$ cat config.mk
export PLATFORM = sky130hd
export DESIGN_NAME = cgra_mem_port_arbiter
export DESIGN_NICKNAME = d
export VERILOG_FILES = /design/src/rtl/cgra_mem_arb_pkg.sv /design/src/rtl/cgra_rr_arbiter.sv /design/src/rtl/cgra_mem_port_arbiter.sv
export SDC_FILE = /design/constraint.sdc
export NUM_CORES = 1
export LEC_CHECK = 0
export BUFFER_PORTS_ARGS = -buffer_cell sky130_fd_sc_hd__buf_2
export CAP_MARGIN = 20
export CELL_PAD_IN_SITES_DETAIL_PLACEMENT = 0
export CELL_PAD_IN_SITES_GLOBAL_PLACEMENT = 1
export CORE_AREA = 2 2 112 114
export DETAILED_ROUTE_END_ITERATION = 8
export DIE_AREA = 0 0 114 116
export PLACE_DENSITY_LB_ADDON = 0.1
export SKIP_CTS_REPAIR_TIMING = 1
export SLEW_MARGIN = 20
export SYNTH_ARGS = -nofsm -noshare
export SYNTH_HDL_FRONTEND = slang
export SYNTH_SLANG_ARGS = --single-unit
$ cat constraint.sdc
create_clock -name clk_i -period 1.4 [get_ports clk_i]
set_input_delay 0.35 -clock clk_i [delete_from_list [all_inputs] [get_ports clk_i]]
set_output_delay 0.35 -clock clk_i [all_outputs]
set_load 0.005 [all_outputs]
$ cat src/rtl/cgra_mem_arb_pkg.sv
// -----------------------------------------------------------------------------
// cgra_mem_arb_pkg
// Shared types and defaults for the CGRA SRAM bank port arbiter.
//   obi_req_t       : one master's request fields (we, byte addr, wdata, be)
//   *_DEF           : default parameter values for the arbiter
//   clog2_min1()    : ceil(log2(n)) clamped to at least 1, used for index and
//                     address widths so single-entry configurations still
//                     get a legal one-bit vector
// -----------------------------------------------------------------------------
package cgra_mem_arb_pkg;

    localparam int NUM_MASTERS_DEF     = 2;
    localparam int NUM_WORDS_DEF       = 1024;
    localparam int RET_IDLE_CYCLES_DEF = 64;

    typedef struct packed {
        logic        we;
        logic [31:0] addr;
        logic [31:0] wdata;
        logic [3:0]  be;
    } obi_req_t;

    function automatic int clog2_min1(input int n);
        if (n > 1) begin
            return $clog2(n);
        end else begin
            return 1;
        end
    endfunction

endpackage

$ cat src/rtl/cgra_rr_arbiter.sv
// -----------------------------------------------------------------------------
// cgra_rr_arbiter
// Round-robin arbiter: the search starts at the rotating pointer and wraps
// modulo NUM_MASTERS; the first requester wins. The grant is combinational.
// The pointer moves to (winner + 1) only when a grant is actually issued.
// Ports:
//   i_clk, i_rst : clock, asynchronous active-high reset (pointer -> 0)
//   i_req        : request vector
//   i_en         : grant enable; when low no grant is issued, pointer holds
//   o_gnt        : one-hot grant (all zero when nothing is granted)
//   o_idx        : index of the search winner (valid when o_valid)
//   o_valid      : a grant is issued this cycle
// -----------------------------------------------------------------------------
module cgra_rr_arbiter
    import cgra_mem_arb_pkg::*;
#(
    parameter int NUM_MASTERS = NUM_MASTERS_DEF
) (
    input  logic                               i_clk,
    input  logic                               i_rst,
    input  logic [NUM_MASTERS-1:0]             i_req,
    input  logic                               i_en,
    output logic [NUM_MASTERS-1:0]             o_gnt,
    output logic [clog2_min1(NUM_MASTERS)-1:0] o_idx,
    output logic                               o_valid
);

    localparam int IDX_W = clog2_min1(NUM_MASTERS);

    logic [IDX_W-1:0]       r_ptr;
    logic [IDX_W:0]         w_sum;
    logic [IDX_W-1:0]       w_cand;
    logic [IDX_W-1:0]       w_idx;
    logic                   w_found;
    logic [NUM_MASTERS-1:0] w_gnt;

    // Rotating priority search: candidate = (ptr + k) mod NUM_MASTERS.
    always_comb begin
        w_sum   = '0;
        w_cand  = '0;
        w_idx   = '0;
        w_found = 1'b0;
        w_gnt   = '0;
        for (int k = 0; k < NUM_MASTERS; k++) begin
            w_sum = {1'b0, r_ptr} + (IDX_W+1)'(k);
            if (w_sum >= (IDX_W+1)'(NUM_MASTERS)) begin
                w_sum = w_sum - (IDX_W+1)'(NUM_MASTERS);
            end else begin
                w_sum = w_sum;
            end
            w_cand = w_sum[IDX_W-1:0];
            if (!w_found && i_req[w_cand]) begin
                w_found = 1'b1;
                w_idx   = w_cand;
            end else begin
                w_found = w_found;
            end
        end
        if (w_found && i_en) begin
            w_gnt[w_idx] = 1'b1;
        end else begin
            w_gnt = '0;
        end
    end

    // Pointer advances past the winner only on an issued grant.
    always_ff @(posedge i_clk or posedge i_rst) begin
        if (i_rst) begin
            r_ptr <= '0;
        end else if (w_found && i_en) begin
            r_ptr <= (w_idx == IDX_W'(NUM_MASTERS - 1)) ? '0 : (w_idx + IDX_W'(1));
        end else begin
            r_ptr <= r_ptr;
        end
    end

    assign o_gnt   = w_gnt;
    assign o_idx   = w_idx;
    assign o_valid = w_found & i_en;

endmodule

$ cat src/rtl/cgra_mem_port_arbiter.sv
// -----------------------------------------------------------------------------
// cgra_mem_port_arbiter
// Arbitrates NUM_MASTERS OBI-style request ports onto one SRAM bank port.
// Round-robin grant (same cycle), bank signals muxed from the winner, and an
// OBI response (rvalid + rdata) to the granted master one cycle later.
// Optional feature macro: CGRA_MEM_ARB_RET_CTRL_EN
//   defined   : after RET_IDLE_CYCLES request-free cycles the bank is put in
//               retention; the first request afterwards spends one wake cycle
//               (no grant) while retention is released.
//   undefined : sram_set_retentive_no is tied high, no wake cycle.
// Ports:
//   clk_i, rst_i           : clock, asynchronous active-high reset
//   m_req_i/m_gnt_o        : per-master request / same-cycle grant
//   m_we_i, m_addr_i,
//   m_wdata_i, m_be_i      : per-master request fields (32-bit lanes)
//   m_rvalid_o, m_rdata_o  : per-master response (rdata 0 for writes)
//   sram_*_o               : bank request port
//   sram_set_retentive_no  : bank retention control, active-low
//   sram_rdata_i           : bank read data, valid the cycle after a read
// -----------------------------------------------------------------------------
module cgra_mem_port_arbiter
    import cgra_mem_arb_pkg::*;
#(
    parameter int NUM_MASTERS     = NUM_MASTERS_DEF,
    parameter int NUM_WORDS       = NUM_WORDS_DEF,
    parameter int RET_IDLE_CYCLES = RET_IDLE_CYCLES_DEF
) (
    input  logic                             clk_i,
    input  logic                             rst_i,
    input  logic [NUM_MASTERS-1:0]           m_req_i,
    output logic [NUM_MASTERS-1:0]           m_gnt_o,
    input  logic [NUM_MASTERS-1:0]           m_we_i,
    input  logic [NUM_MASTERS*32-1:0]        m_addr_i,
    input  logic [NUM_MASTERS*32-1:0]        m_wdata_i,
    input  logic [NUM_MASTERS*4-1:0]         m_be_i,
    output logic [NUM_MASTERS-1:0]           m_rvalid_o,
    output logic [NUM_MASTERS*32-1:0]        m_rdata_o,
    output logic                             sram_req_o,
    output logic                             sram_we_o,
    output logic [clog2_min1(NUM_WORDS)-1:0] sram_addr_o,
    output logic [31:0]                      sram_wdata_o,
    output logic [3:0]                       sram_be_o,
    output logic                             sram_set_retentive_no,
    input  logic [31:0]                      sram_rdata_i
);

    localparam int AW    = clog2_min1(NUM_WORDS);
    localparam int IDX_W = clog2_min1(NUM_MASTERS);

    obi_req_t               w_reqs [NUM_MASTERS];
    obi_req_t               w_sel;
    logic [NUM_MASTERS-1:0] w_gnt;
    logic [IDX_W-1:0]       w_idx;
    logic                   w_gnt_valid;
    logic                   w_gnt_en;
    logic                   w_wake;
    logic                   w_unused;
    logic [NUM_MASTERS-1:0] r_rvalid;
    logic                   r_rsp_we;

    // Gather each master's flat lanes into a request record.
    always_comb begin
        for (int i = 0; i < NUM_MASTERS; i++) begin
            w_reqs[i] = '{we:    m_we_i[i],
                          addr:  m_addr_i[i*32 +: 32],
                          wdata: m_wdata_i[i*32 +: 32],
                          be:    m_be_i[i*4 +: 4]};
        end
    end

    // Grants are blocked during reset and during the retention wake cycle.
    assign w_gnt_en = ~rst_i & ~w_wake;

    cgra_rr_arbiter #(
        .NUM_MASTERS (NUM_MASTERS)
    ) u_rr (
        .i_clk   (clk_i),
        .i_rst   (rst_i),
        .i_req   (m_req_i),
        .i_en    (w_gnt_en),
        .o_gnt   (w_gnt),
        .o_idx   (w_idx),
        .o_valid (w_gnt_valid)
    );

    assign w_sel        = w_reqs[w_idx];
    assign m_gnt_o      = w_gnt;
    assign sram_req_o   = w_gnt_valid;
    assign sram_we_o    = w_sel.we;
    // Byte address -> word index; upper bits drop out so addresses wrap.
    assign sram_addr_o  = w_sel.addr[AW+1:2];
    assign sram_wdata_o = w_sel.wdata;
    assign sram_be_o    = w_sel.be;

    // Response stage: remember who was granted and whether it was a write.
    always_ff @(posedge clk_i or posedge rst_i) begin
        if (rst_i) begin
            r_rvalid <= '0;
            r_rsp_we <= 1'b0;
        end else begin
            r_rvalid <= w_gnt;
            r_rsp_we <= w_sel.we;
        end
    end

    assign m_rvalid_o = r_rvalid;

    // Bank read data arrives this cycle; steer it to the responding master only.
    always_comb begin
        m_rdata_o = '0;
        for (int i = 0; i < NUM_MASTERS; i++) begin
            if (r_rvalid[i] && !r_rsp_we) begin
                m_rdata_o[i*32 +: 32] = sram_rdata_i;
            end else begin
                m_rdata_o[i*32 +: 32] = 32'h0000_0000;
            end
        end
    end

`ifdef CGRA_MEM_ARB_RET_CTRL_EN
    localparam int CNT_W = clog2_min1(RET_IDLE_CYCLES + 1);

    logic [CNT_W-1:0] r_idle_cnt;
    logic [CNT_W-1:0] w_idle_nxt;
    logic             r_ret_n;

    // Idle counter: cleared by any request, saturates at the threshold.
    always_comb begin
        if (|m_req_i) begin
            w_idle_nxt = '0;
        end else if (r_idle_cnt == CNT_W'(RET_IDLE_CYCLES)) begin
            w_idle_nxt = r_idle_cnt;
        end else begin
            w_idle_nxt = r_idle_cnt + CNT_W'(1);
        end
    end

    // Retention is entered exactly when the counter sits at the threshold.
    always_ff @(posedge clk_i or posedge rst_i) begin
        if (rst_i) begin
            r_idle_cnt <= '0;
            r_ret_n    <= 1'b1;
        end else begin
            r_idle_cnt <= w_idle_nxt;
            r_ret_n    <= (w_idle_nxt != CNT_W'(RET_IDLE_CYCLES));
        end
    end

    // A request seen while retentive is the wake cycle: retention releases at
    // the next edge and this cycle carries no grant.
    assign w_wake                = ~r_ret_n & (|m_req_i);
    assign sram_set_retentive_no = r_ret_n;
`else
    assign w_wake                = 1'b0;
    assign sram_set_retentive_no = 1'b1;
`endif

    // Address bits outside the word index are intentionally ignored.
    assign w_unused = ^{w_sel.addr[31:AW+2], w_sel.addr[1:0], (RET_IDLE_CYCLES > 0)};

endmodule
== Word-level counts from Yosys, hierarchy flattened ==
Cells that the tools add are included.
W data, S select, Z words.
Cells by class
  add/sub/neg operators: 4
  magnitude comparators: 7
  mux-type cells: 19
  bitwise logic cells: 3
  reduce and logical (&&, ||, !) cells: 7
Operators by type and width (count)
  $mux W69: 3
  $mux W32: 2
  $mux W1: 12
  $lt A1 B2 Y1 const B: 3
  $logic_and A1 B1 Y1: 5
  $ge A2 B2 Y1 const B: 2
  $add A1 B1 Y2 const B: 1
  $ge A1 B2 Y1 const B: 1
  $logic_not A1 Y1: 2
  $mux W2: 1
  $not A1 Y2: 1
  $sub A1 B1 Y1 const B: 2
  $add A1 B1 Y1 const B: 1
  $and A1 B1 Y1: 1
  $demux W1 S1: 1
  $ge A1 B1 Y1 const B: 1
  $not A1 Y1: 1
Storage, ports and cells
  register bits after elaboration: 4
  input port bits: 174
  word-level logic and storage cells: 43

== Logic depth before layout (Yosys ltp) ==
Gate-level depths: netlist of the first run.
  depth after elaboration: 13
  depth in mapped cells: 5

== Modules after synthesis ==
From an unflattened synthesis of the first run, not the netlist that was laid out.
Unflattened totals
  cell total of the unflattened synthesis: 144
  area total of the unflattened synthesis: 1470.2 sq um
By module, submodules not included
  cgra_mem_port_arbiter: times used 1, cells each 134, area each 1395.1 sq um, seq. area each 75.1 sq um
  cgra_rr_arbiter: times used 1, cells each 10, area each 75.1 sq um, seq. area each 25.0 sq um

== Worst setup path before layout of the first run ==
Ideal clock, no wire load.
  path kind: register to output
  start: reg u_rr.r_ptr
  end: out sram_addr_o[7]
  data arrival time: 1.161 ns
  setup slack: -0.111 ns
  cell stages (with the launch flop): 5
  path buffers: 2
  path through: dfrtp_1 o21ai_2 buf_6 buf_12 mux2_4
On the way
  cells in the longest elaborated chain, start to end: 12
  elaborated cells between the ends (all ways): 20
RTL lines
  from (decl): RTL line cgra_rr_arbiter.sv:30  | logic [IDX_W-1:0] r_ptr;
  from (signal assigned): RTL line cgra_rr_arbiter.sv:71  | r_ptr <= (w_idx == IDX_W'(NUM_MASTERS - 1)) ? '0 : (w_idx + IDX_W'(1));
  from (signal assigned): RTL line cgra_rr_arbiter.sv:73  | r_ptr <= r_ptr;
  $ge A1 B2 Y1 / $sub A1 B1 Y1 (equally long branches): RTL line cgra_rr_arbiter.sv:46, cgra_rr_arbiter.sv:47
  $mux W1: RTL line cgra_rr_arbiter.sv:46  | if (w_sum >= (IDX_W+1)'(NUM_MASTERS)) begin
  $mux W1 (implied by the code) (2 in series): RTL line cgra_rr_arbiter.sv:52  | if (!w_found && i_req[w_cand]) begin
  $mux W1: RTL line cgra_rr_arbiter.sv:52
  $logic_not A1 Y1: RTL line cgra_rr_arbiter.sv:52
  $logic_and A1 B1 Y1: RTL line cgra_rr_arbiter.sv:52
  $mux W1 *: RTL line cgra_rr_arbiter.sv:52
  $not A1 Y2 (implied by the code) *: RTL line cgra_mem_port_arbiter.sv:86  | assign w_sel = w_reqs[w_idx];
  $mux W69 (implied by the code) * (3 in series): RTL line cgra_mem_port_arbiter.sv:86
  to (decl): RTL line cgra_mem_port_arbiter.sv:40  | output logic [clog2_min1(NUM_WORDS)-1:0] sram_addr_o,
Every way passes the cells marked *; elsewhere a longest branch is shown, timed or not. The select of a mux whose other input is x is not followed.

== Worst setup path after layout of the first run ==
  start: reg u_rr.r_ptr
  end: out sram_be_o[0]
On the way
  cells in the longest elaborated chain, start to end: 12
  elaborated cells between the ends (all ways): 20
RTL lines
  $ge A1 B2 Y1 / $sub A1 B1 Y1 (equally long branches): RTL line cgra_rr_arbiter.sv:46, cgra_rr_arbiter.sv:47
  $mux W1: RTL line cgra_rr_arbiter.sv:46
  $mux W1 (implied by the code) (2 in series): RTL line cgra_rr_arbiter.sv:52
  $mux W1: RTL line cgra_rr_arbiter.sv:52
  $logic_not A1 Y1: RTL line cgra_rr_arbiter.sv:52
  $logic_and A1 B1 Y1: RTL line cgra_rr_arbiter.sv:52
  $mux W1 *: RTL line cgra_rr_arbiter.sv:52
  $not A1 Y2 (implied by the code) *: RTL line cgra_mem_port_arbiter.sv:86
  $mux W69 (implied by the code) * (3 in series): RTL line cgra_mem_port_arbiter.sv:86
  to (decl): RTL line cgra_mem_port_arbiter.sv:42  | output logic [3:0] sram_be_o,
Marks and branches as above.

==> impl_metrics.env, run 1 <==
export IMPL_outcome="finished with violations"
export IMPL_violations="negative setup slack"
export IMPL_p_leak_uw=0.002035
export IMPL_slew_violations=0
export IMPL_cts_clk_slew_worst_paths_ns=0.03
export IMPL_postLayoutSetupSlackWorst_ns=-0.5333
export IMPL_start_util=0.1111
export IMPL_first_pass_iters=4
export IMPL_final_period_utilization=1.381
export IMPL_setup_violations_final=113
export IMPL_io_pins=291
export IMPL_worstPathArrival_ns=1.58
export IMPL_crit_start="u_rr.r_ptr$_DFFE_PP0P_"
export IMPL_fin_util=0.2946
export IMPL_antenna_found_initial=1
export IMPL_vdd_drop_max_mv=0.2474
export IMPL_overflow=0
export IMPL_synth_top_area_cell="mux2_4"
export IMPL_grt_max_degree=33
export IMPL_synthFlopType="dfrtp_1"
export IMPL_syn_nets=316
export IMPL_worstSkewPairLatency_ns=0.22
export IMPL_root_buffer="clkbuf_16"
export IMPL_ant_nets=0
export IMPL_ys_warn_count=0
export IMPL_maxCapViolCount=0
export IMPL_via_count=2039
export IMPL_die_y_um=116
export IMPL_required_ns=1.05
export IMPL_drc_errors=0
export IMPL_row_count=40
export IMPL_whs_ns=0.1199
export IMPL_regToRegStartpoint="u_rr.r_ptr$_DFFE_PP0P_"
export IMPL_ff2ff_setup_slack_ns=0.09
export IMPL_h_tree_depth=1
export IMPL_fin_skew_ns=0.001226
export IMPL_r2r_end="r_rsp_we$_DFF_PP0_"
export IMPL_final_layout_size_suffix_gt1_frac=0.8797
export IMPL_dpl_instance_area_um2=2750
export IMPL_netlist_top_cells_area="mux2_4 (34%), and2_1 (30%), mux2_2 (14%), dfrtp_1 (7.6%), buf_12 (4.5%)"
export IMPL_via_per_inst=3.734
export IMPL_area_growth_pct=165.1
export IMPL_ys_types=18
export IMPL_io_buffer_count=245
export IMPL_rsz0062_at_grt="yes"
export IMPL_worstSetupPathType="reg2out"
export IMPL_netlist_area_um2=1324
export IMPL_final_common_cell="buf_2"
export IMPL_period_needed_ns=1.933
export IMPL_path_max_fanout=8
export IMPL_clock_tree_buffer_depth=2
export IMPL_dieArea_um2=13220
export IMPL_chipWidth_um=114
export IMPL_routed_wl_um=7921
export IMPL_cts_buffers=3
export IMPL_endpoint_kind="output pin"
export IMPL_fin_nets=575
export IMPL_synth_seq_area_share=0.07561
export IMPL_ys_async_sr_fraction=1.000
export IMPL_grt_pass1_wl_um=9273
export IMPL_synth_avg_cell_area_um2=9.322
export IMPL_grt_usage=0.09134
export IMPL_synth_top_area_share=0.3403
export IMPL_wl_per_cell_um=14.51
export IMPL_reg2reg_depth=4
export IMPL_fmax_mhz=517.3
export IMPL_cp_start_kind="register"
export IMPL_synthCells=142
export IMPL_worst_hold_path_type="in2async"
export IMPL_cts_tree="yes"
export IMPL_fin_tns_setup_ns=-37.32
export IMPL_power_density_nw_per_um2=501.0
export IMPL_place_inst=531
export IMPL_place_hpwl_um=6204
export IMPL_ys_seq_elements=4
export IMPL_stdcell_count=546
export IMPL_grt_pass1_vias=1794
export IMPL_drt_iter0_drc=43
export IMPL_synth_edff_count=0
export IMPL_place_congestion=0.6658
export IMPL_mostFrequentLayoutCells="buf_2 (190), buf_6 (59), mux2_4 (38), and2_1 (35), and2_4 (29)"
export IMPL_num_antenna_cells=0
export IMPL_hold_violations=0
export IMPL_cts_sinks=4
export IMPL_final_area_um2=3510
export IMPL_core_um2=11910
[area by class of cell]
cell class	instances	area (µm²)
multi-input cells	123	1239
flip-flops and latches	4	100.1
clock buffers	3	75.07
inverters	3	11.26
well taps	147	183.9
fillers	1282	8402
repair buffers	266	1901
[how the worst max path moves through the flow]
| stage | end | cells after the start |
|---|---|---|
| finish | sram_be_o[0] | 5 |
| global route | sram_wdata_o[12] | 5 |
| floorplan | sram_addr_o[7] | 4 |
| global placement | sram_addr_o[4] | 6 |
| detailed placement | sram_addr_o[4] | 6 |
| CTS | sram_addr_o[4] | 4 |
[logic make-up (layout without fill, tap and decap cells)]
group | count (synthesis) | in the layout | share of synthesized area
AND/OR/NAND/NOR | 71 | 71 | 0.3280
multiplexers | 47 | 47 | 0.4849
buffers and inverters | 15 | 272 | 0.09073
AO/OA/AOI/OAI | 4 | 4 | 0.01796
flip-flops | 4 | 4 | 0.07562
other | 1 | 1 | 0.002833
[cell usage after synthesis (2+ instances only)]
library cell	number
a21oi_1	2
and2_1	64
buf_12	3
buf_4	2
clkbuf_1	6
dfrtp_1	4
inv_1	2
mux2_2	17
mux2_4	30
nand2_1	2
nor2_1	2
nor2b_1	2
[state kept, by name (all words and copies together), names as in the netlist]
name	cells
m_rvalid_o	2
u_rr.r_ptr	1
r_rsp_we	1
[through the flow]
| stage | total power [µW] | setup slack, ns |
|---|---|---|
| after detailed placement | 1009 | -0.4323 |
| after global placement | 1022 | -0.4251 |
| after CTS | 1458 | -0.5790 |
| final | 1758 | -0.5333 |
| after floorplan | 572.2 | -0.1114 |
| after global routing | 1855 | -0.5707 |
[worst max-delay path: stages, from the launching register on]
cell and delay, ns:
dfrtp_1 0.41, o21ai_4 0.18, buf_12 0.17, clkbuf_16 0.17, mux2_4 0.30, buf_6 0.12
[power breakdown]
group / switching (µW) / total, µW / internal (µW)
combinational: 404 / 1180 / 772
clock: 75.8 / 440 / 365
sequential: 13.2 / 142 / 129
total: 493 / 1760 / 1270
[per-layer routing]
| metal | vias up | global-route usage | routed length, µm |
|---|---|---|---|
| li1 | 978 | - | - |
| met5 | - | 0 | 10 |
| met4 | 2 | 0.02195 | 44 |
| met2 | 139 | 0.1897 | 4388 |
| met1 | 916 | 0.09473 | 2762 |
| met3 | 4 | 0.01360 | 715 |
(Power assumes the default switching activity.)
==> run 2, diff against run 1 <==
--- a/config.mk
+++ b/config.mk
@@ -9,9 +9,10 @@
 export CAP_MARGIN = 20
 export CELL_PAD_IN_SITES_DETAIL_PLACEMENT = 0
 export CELL_PAD_IN_SITES_GLOBAL_PLACEMENT = 1
-export CORE_AREA = 2 2 112 114
+export CORE_AREA = 2 2 114 116
+export CTS_CLUSTER_SIZE = 40
 export DETAILED_ROUTE_END_ITERATION = 8
-export DIE_AREA = 0 0 114 116
+export DIE_AREA = 0 0 116 118
 export PLACE_DENSITY_LB_ADDON = 0.1
 export SKIP_CTS_REPAIR_TIMING = 1
 export SLEW_MARGIN = 20
==> constraint.sdc (replaced) <==
create_clock -name clk_i -period 2.1 [get_ports clk_i]
set_input_delay 0.525 -clock clk_i [delete_from_list [all_inputs] [get_ports clk_i]]
set_output_delay 0.525 -clock clk_i [all_outputs]
set_load 0.005 [all_outputs]
==> run 2 against run 1 <==
The flow still finishes with violations (negative setup slack). Register-to-register slack better by 0.75 ns. First-iteration DRC count down 9.3%. Total power decreased by 41%. Core utilization shrank 5.0 points. Sequential cell count is the same. Critical path type unchanged. Critical endpoint is now sram_addr_o[0].
==> impl_metrics.env, run 2 (synthesis gave the netlist of run 1 again) <==
export IMPL_overflow=0
export IMPL_first_pass_iters=4
export IMPL_grt_pass1_vias=1779
export IMPL_routed_wl_um=6306
export IMPL_grt_pass1_wl_um=8721
export IMPL_worstSkewPairLatency_ns=0.22
export IMPL_place_hpwl_um=5646
export IMPL_drc_errors=0
export IMPL_num_antenna_cells=0
export IMPL_wl_per_cell_um=11.22
export IMPL_via_per_inst=3.427
export IMPL_outcome="finished with violations"
export IMPL_area_growth_pct=129.6
export IMPL_endpoint_kind="output pin"
export IMPL_die_y_um=118
export IMPL_dieArea_um2=13690
export IMPL_required_ns=1.57
export IMPL_core_um2=12410
export IMPL_antenna_found_initial=0
export IMPL_cts_clk_slew_worst_paths_ns=0.03
export IMPL_p_leak_uw=0.001853
export IMPL_power_density_nw_per_um2=340.3
export IMPL_seqCellArea_um2=101.3
export IMPL_drt_iter0_drc=39
export IMPL_io_buffer_count=245
export IMPL_final_layout_size_suffix_gt1_frac=0.7949
export IMPL_final_period_utilization=1.003
export IMPL_setup_violations_final=4
export IMPL_cp_start_kind="register"
export IMPL_fin_skew_ns=0.0008098
export IMPL_maxCapViolCount=0
export IMPL_root_buffer="clkbuf_16"
export IMPL_dpl_instance_area_um2=2796
export IMPL_cts_buffers=3
export IMPL_via_count=1926
export IMPL_start_util=0.1066
export IMPL_vdd_drop_max_mv=0.2070
export IMPL_fillers=1405
export IMPL_clock_tree_buffer_depth=2
export IMPL_place_congestion=0.6887
export IMPL_violations="negative setup slack"
export IMPL_ant_nets=0
export IMPL_worst_hold_path_type="in2async"
export IMPL_stdcell_count=562
export IMPL_row_count=41
export IMPL_path_max_fanout=11
export IMPL_fin_nets=566
export IMPL_cts_sinks=4
export IMPL_slew_violations=0
export IMPL_final_area_um2=3039
export IMPL_final_common_cell="buf_2"
export IMPL_place_inst=558
export IMPL_largest_reg_flops=2
export IMPL_fmax_mhz=474.9
export IMPL_chipWidth_um=116
export IMPL_grt_max_degree=33
export IMPL_period_needed_ns=2.106
export IMPL_mostFrequentLayoutCells="buf_2 (222), and2_1 (64), mux2_4 (34), buf_6 (23), mux2_2 (13)"
export IMPL_h_tree_depth=1
export IMPL_worstPathArrival_ns=1.58
export IMPL_multi_input_area_um2=1126
export IMPL_io_pins=291
export IMPL_fin_tns_setup_ns=-0.01111
export IMPL_cts_tree="yes"
export IMPL_postLayoutSetupSlackWorst_ns=-0.005698
export IMPL_hold_violations=0
export IMPL_rsz0062_at_grt="yes"
export IMPL_worstSetupPathType="reg2out"
export IMPL_grt_usage=0.07954
## run 2: changes by cell type in the layout (fill, tap and decap cells not counted), moves of 5 or more
cell,delta
and2_1,+29
and2_4,-29
clkbuf_16,-5
buf_2,+32
buf_6,-36
## run 2: layout make-up
class	count	area share
Tap cell	172	0.07081
Multi-Input combinational cell	123	0.3705
Inverter	3	0.003705
Clock buffer	3	0.02470
Timing Repair Buffer	257	0.4969
Sequential cell	4	0.03335
## run 2: where the power goes
group | internal, µW | switching [µW] | total, µW
Sequential | 86.7 | 8.36 | 95.0
Combinational | 419 | 224 | 643
Clock | 243 | 53.2 | 296
Total | 749 | 286 | 1030
## run 2: worst paths after layout
check | depth (start not counted) | slack (ns) | startpoint | endpoint
setup / recovery | 5 | -0.006 | u_rr.r_ptr$_DFFE_PP0P_ | sram_addr_o[0]
hold / removal | 2 | 0.21 | rst_i | m_rvalid_o[1]$_DFF_PP0_
setup reg to reg | 3 | 0.84 | u_rr.r_ptr$_DFFE_PP0P_ | r_rsp_we$_DFF_PP0_
hold reg to reg | 1 | 0.54 | u_rr.r_ptr$_DFFE_PP0P_ | u_rr.r_ptr$_DFFE_PP0P_
max in group asynchronous | 2 | 1.71 | rst_i | u_rr.r_ptr$_DFFE_PP0P_
min in group clk_i | 1 | 0.54 | u_rr.r_ptr$_DFFE_PP0P_ | u_rr.r_ptr$_DFFE_PP0P_
## run 2: per-stage QoR
stage | power [µW] | hold slack [ns] | setup slack [ns] | utilization
6_report | 1034 | 0.2137 | -0.005698 | 0.2448
4_1_cts | 983.5 | 0.2159 | -0.06056 | 0.2313
3_5_place_dp | 681.4 | 0.4517 | -0.05698 | 0.2253
2_1_floorplan | 381.5 | 0.2994 | 0.2656 | -
5_1_grt | 1105 | 0.2345 | -0.08259 | 0.2448
3_3_place_gp | 688.2 | 0.4494 | -0.03458 | 0.2253
## run 2: worst max-delay path, cell delays in order (launching register included)
cell     delay (ns)
dfrtp_2        0.43
o21ai_4        0.16
buf_12         0.16
buf_12         0.15
mux2_2         0.33
buf_2          0.12
## run 2: routing by layer
metal | share of wire | global-route usage | wire length (µm)
met1 | 0.33 | 0.07776 | 2091
met2 | 0.54 | 0.1637 | 3387
met3 | 0.12 | 0.01287 | 746
met4 | 0.013 | 0.02381 | 82
met5 | 0 | 0 | 0
==> run 3, diff against run 2 <==
--- a/config.mk
+++ b/config.mk
@@ -9,11 +9,12 @@
 export CAP_MARGIN = 20
 export CELL_PAD_IN_SITES_DETAIL_PLACEMENT = 0
 export CELL_PAD_IN_SITES_GLOBAL_PLACEMENT = 1
-export CORE_AREA = 2 2 114 116
+export CORE_AREA = 2 2 112 114
 export CTS_CLUSTER_SIZE = 40
 export DETAILED_ROUTE_END_ITERATION = 8
-export DIE_AREA = 0 0 116 118
+export DIE_AREA = 0 0 114 116
 export PLACE_DENSITY_LB_ADDON = 0.1
+export SETUP_SLACK_MARGIN = 0.15
 export SKIP_CTS_REPAIR_TIMING = 1
 export SLEW_MARGIN = 20
 export SYNTH_ARGS = -nofsm -noshare
==> constraint.sdc (replaced) <==
create_clock -name clk_i -period 1.7 [get_ports clk_i]
set_input_delay 0.425 -clock clk_i [delete_from_list [all_inputs] [get_ports clk_i]]
set_output_delay 0.425 -clock clk_i [all_outputs]
set_load 0.005 [all_outputs]
==> run 3 against run 2 <==
Non-clock buffer count is 21 higher. Global-route usage is 0.17 points higher. Hold slack worse by 0.017 ns. The run still ends with negative setup slack left. Sequential cell count stayed put. Register-to-register slack worse by 0.55 ns. Wire length is 16% higher. Critical path depth stayed put. Total power is 41% higher. First-iteration DRC count is 59% lower. Final area is 17% higher. Sequential share of layout area is 0.45 points lower. Largest power group unchanged. Via count is 6.5% higher.
==> impl_metrics.env, run 3 (synthesis gave the netlist of run 1 again) <==
export IMPL_outcome="finished with violations"
export IMPL_violations="negative setup slack"
export IMPL_h_tree_depth=1
export IMPL_mostFrequentLayoutCells="buf_2 (186), buf_6 (71), and2_1 (37), mux2_4 (36), and2_4 (27)"
export IMPL_path_max_fanout=10
export IMPL_drt_iter0_drc=16
export IMPL_start_util=0.1111
export IMPL_wl_per_cell_um=13.06
export IMPL_worst_hold_path_type="in2async"
export IMPL_routed_wl_um=7286
export IMPL_maxCapViolCount=0
export IMPL_area_growth_pct=169.1
export IMPL_grt_max_degree=21
export IMPL_antenna_found_initial=0
export IMPL_place_hpwl_um=5703
export IMPL_via_per_inst=3.677
export IMPL_rsz0062_at_grt="yes"
export IMPL_crit_family="buffers and inverters"
export IMPL_die_y_um=116
export IMPL_worstPathArrival_ns=1.55
export IMPL_chipWidth_um=114
export IMPL_cp_start_kind="register"
export IMPL_p_clk_frac=0.249
export IMPL_io_buffer_count=245
export IMPL_final_period_utilization=1.163
export IMPL_largest_reg_flops=2
export IMPL_row_count=40
export IMPL_p_switching_uw=404.0
export IMPL_first_pass_iters=4
export IMPL_cp_common_cell="buf_12"
export IMPL_cts_sinks=4
export IMPL_period_needed_ns=1.977
export IMPL_vdd_drop_max_mv=0.2148
export IMPL_setup_violations_final=84
export IMPL_fmax_mhz=505.7
export IMPL_root_buffer="clkbuf_16"
export IMPL_core_um2=11910
export IMPL_fin_nets=587
export IMPL_cp_cell_sequence="o21ai_4 > buf_12 > buf_12 > mux2_4 > buf_6"
export IMPL_required_ns=1.27
export IMPL_worst_path_max_delay_cell="dfrtp_2"
export IMPL_fin_tns_setup_ns=-12.80
export IMPL_report_power_total_uw=1459
export IMPL_io_pins=291
export IMPL_overflow=0
export IMPL_slowest_delay_ns=0.42
export IMPL_grt_pass1_vias=1728
export IMPL_dieArea_um2=13220
export IMPL_power_density_nw_per_um2=409.6
export IMPL_crit_buf_inv=3
export IMPL_cts_buffers=3
export IMPL_drc_errors=0
export IMPL_worstSkewPairLatency_ns=0.22
export IMPL_grt_usage=0.08124
export IMPL_place_congestion=0.7075
export IMPL_fin_skew_ns=0.0003124
export IMPL_switching_share=0.2769
export IMPL_cts_tree="yes"
export IMPL_fin_util=0.2991
export IMPL_regToRegStartpoint="u_rr.r_ptr$_DFFE_PP0P_"
export IMPL_cts_clk_slew_worst_paths_ns=0.03
export IMPL_clock_tree_buffer_depth=2
export IMPL_final_layout_size_suffix_gt1_frac=0.8832
export IMPL_p_comb_frac=0.669
export IMPL_grt_pass1_wl_um=8466
export IMPL_endpoint_kind="output pin"
export IMPL_hold_violations=0
export IMPL_power_frac_seq=0.082
export IMPL_p_leak_uw=0.002069
export IMPL_worstSetupPathType="reg2out"
export IMPL_final_common_cell="buf_2"
export IMPL_postLayoutSetupSlackWorst_ns=-0.2774
export IMPL_via_count=2052
export IMPL_crit_start="u_rr.r_ptr$_DFFE_PP0P_"
export IMPL_intPower_uw=1055
export IMPL_slew_violations=0
export IMPL_ant_nets=0
export IMPL_whs_ns=0.1962
export IMPL_num_antenna_cells=0
==> run 3: changes by cell type in the layout (fill, tap and decap cells not counted), sizes merged <==
cell,change
buf,+21
==> run 3: path summary, 6_finish.rpt <==
check                                          end  slack, ns  cells past startpoint
max                                sram_wdata_o[0]      -0.28                      5
min                         u_rr.r_ptr$_DFFE_PP0P_       0.20                      3
max reg2reg                     r_rsp_we$_DFF_PP0_       0.29                      5
min reg2reg                m_rvalid_o[0]$_DFF_PP0_       0.71                      3
max in group asynchronous       r_rsp_we$_DFF_PP0_       1.39                      3
min in group clk_i         m_rvalid_o[1]$_DFF_PP0_       0.54                      3
==> run 3: through the flow <==
step / setup WS (ns) / std cells / cell area [µm²]
2_1_floorplan: 0.09034 / 142 / 1331
3_3_place_gp: -0.2452 / 537 / 2815
3_5_place_dp: -0.2471 / 537 / 2815
4_1_cts: -0.3763 / 540 / 2890
5_1_grt: -0.3375 / 558 / 3562
6_report: -0.2774 / 558 / 3562
==> run 3: routing by layer <==
metal / up-vias / global-route usage / wire length, µm / share of wire
met1: 913 / 0.08310 / 2338 / 0.32
met4: 0 / 0.02683 / 67 / 0.0092
met3: 4 / 0.02040 / 602 / 0.083
met5: - / 0 / 0 / 0
met2: 131 / 0.1603 / 4277 / 0.59
li1: 1004 / - / - / -
==> run 3: layout make-up <==
type / instances / area [µm²]
multi-input combinational: 123 / 1231
timing repair buffer: 278 / 1951
inverter: 3 / 18.77
sequential: 4 / 102.6
tap: 147 / 183.9
fill: 1258 / 8349
clock buffer: 3 / 75.07
==> run 3: worst register-to-register path: cells and delay by family, from the launching register on <==
kind	cells	cell delay, ns
compound gates	1	0.17
buf+inv	3	0.41
flops	1	0.42
mux	1	0.30
==> run 3: power groups by stage <==
stage | Sequential [µW] | Clock [µW] | Combinational [µW]
after floorplan | 115 | 0 | 357
after global placement | 119 | 0 | 746
final | 120 | 363 | 976
after CTS | 119 | 371 | 742
after detailed placement | 119 | 0 | 739
after global routing | 122 | 383 | 1050
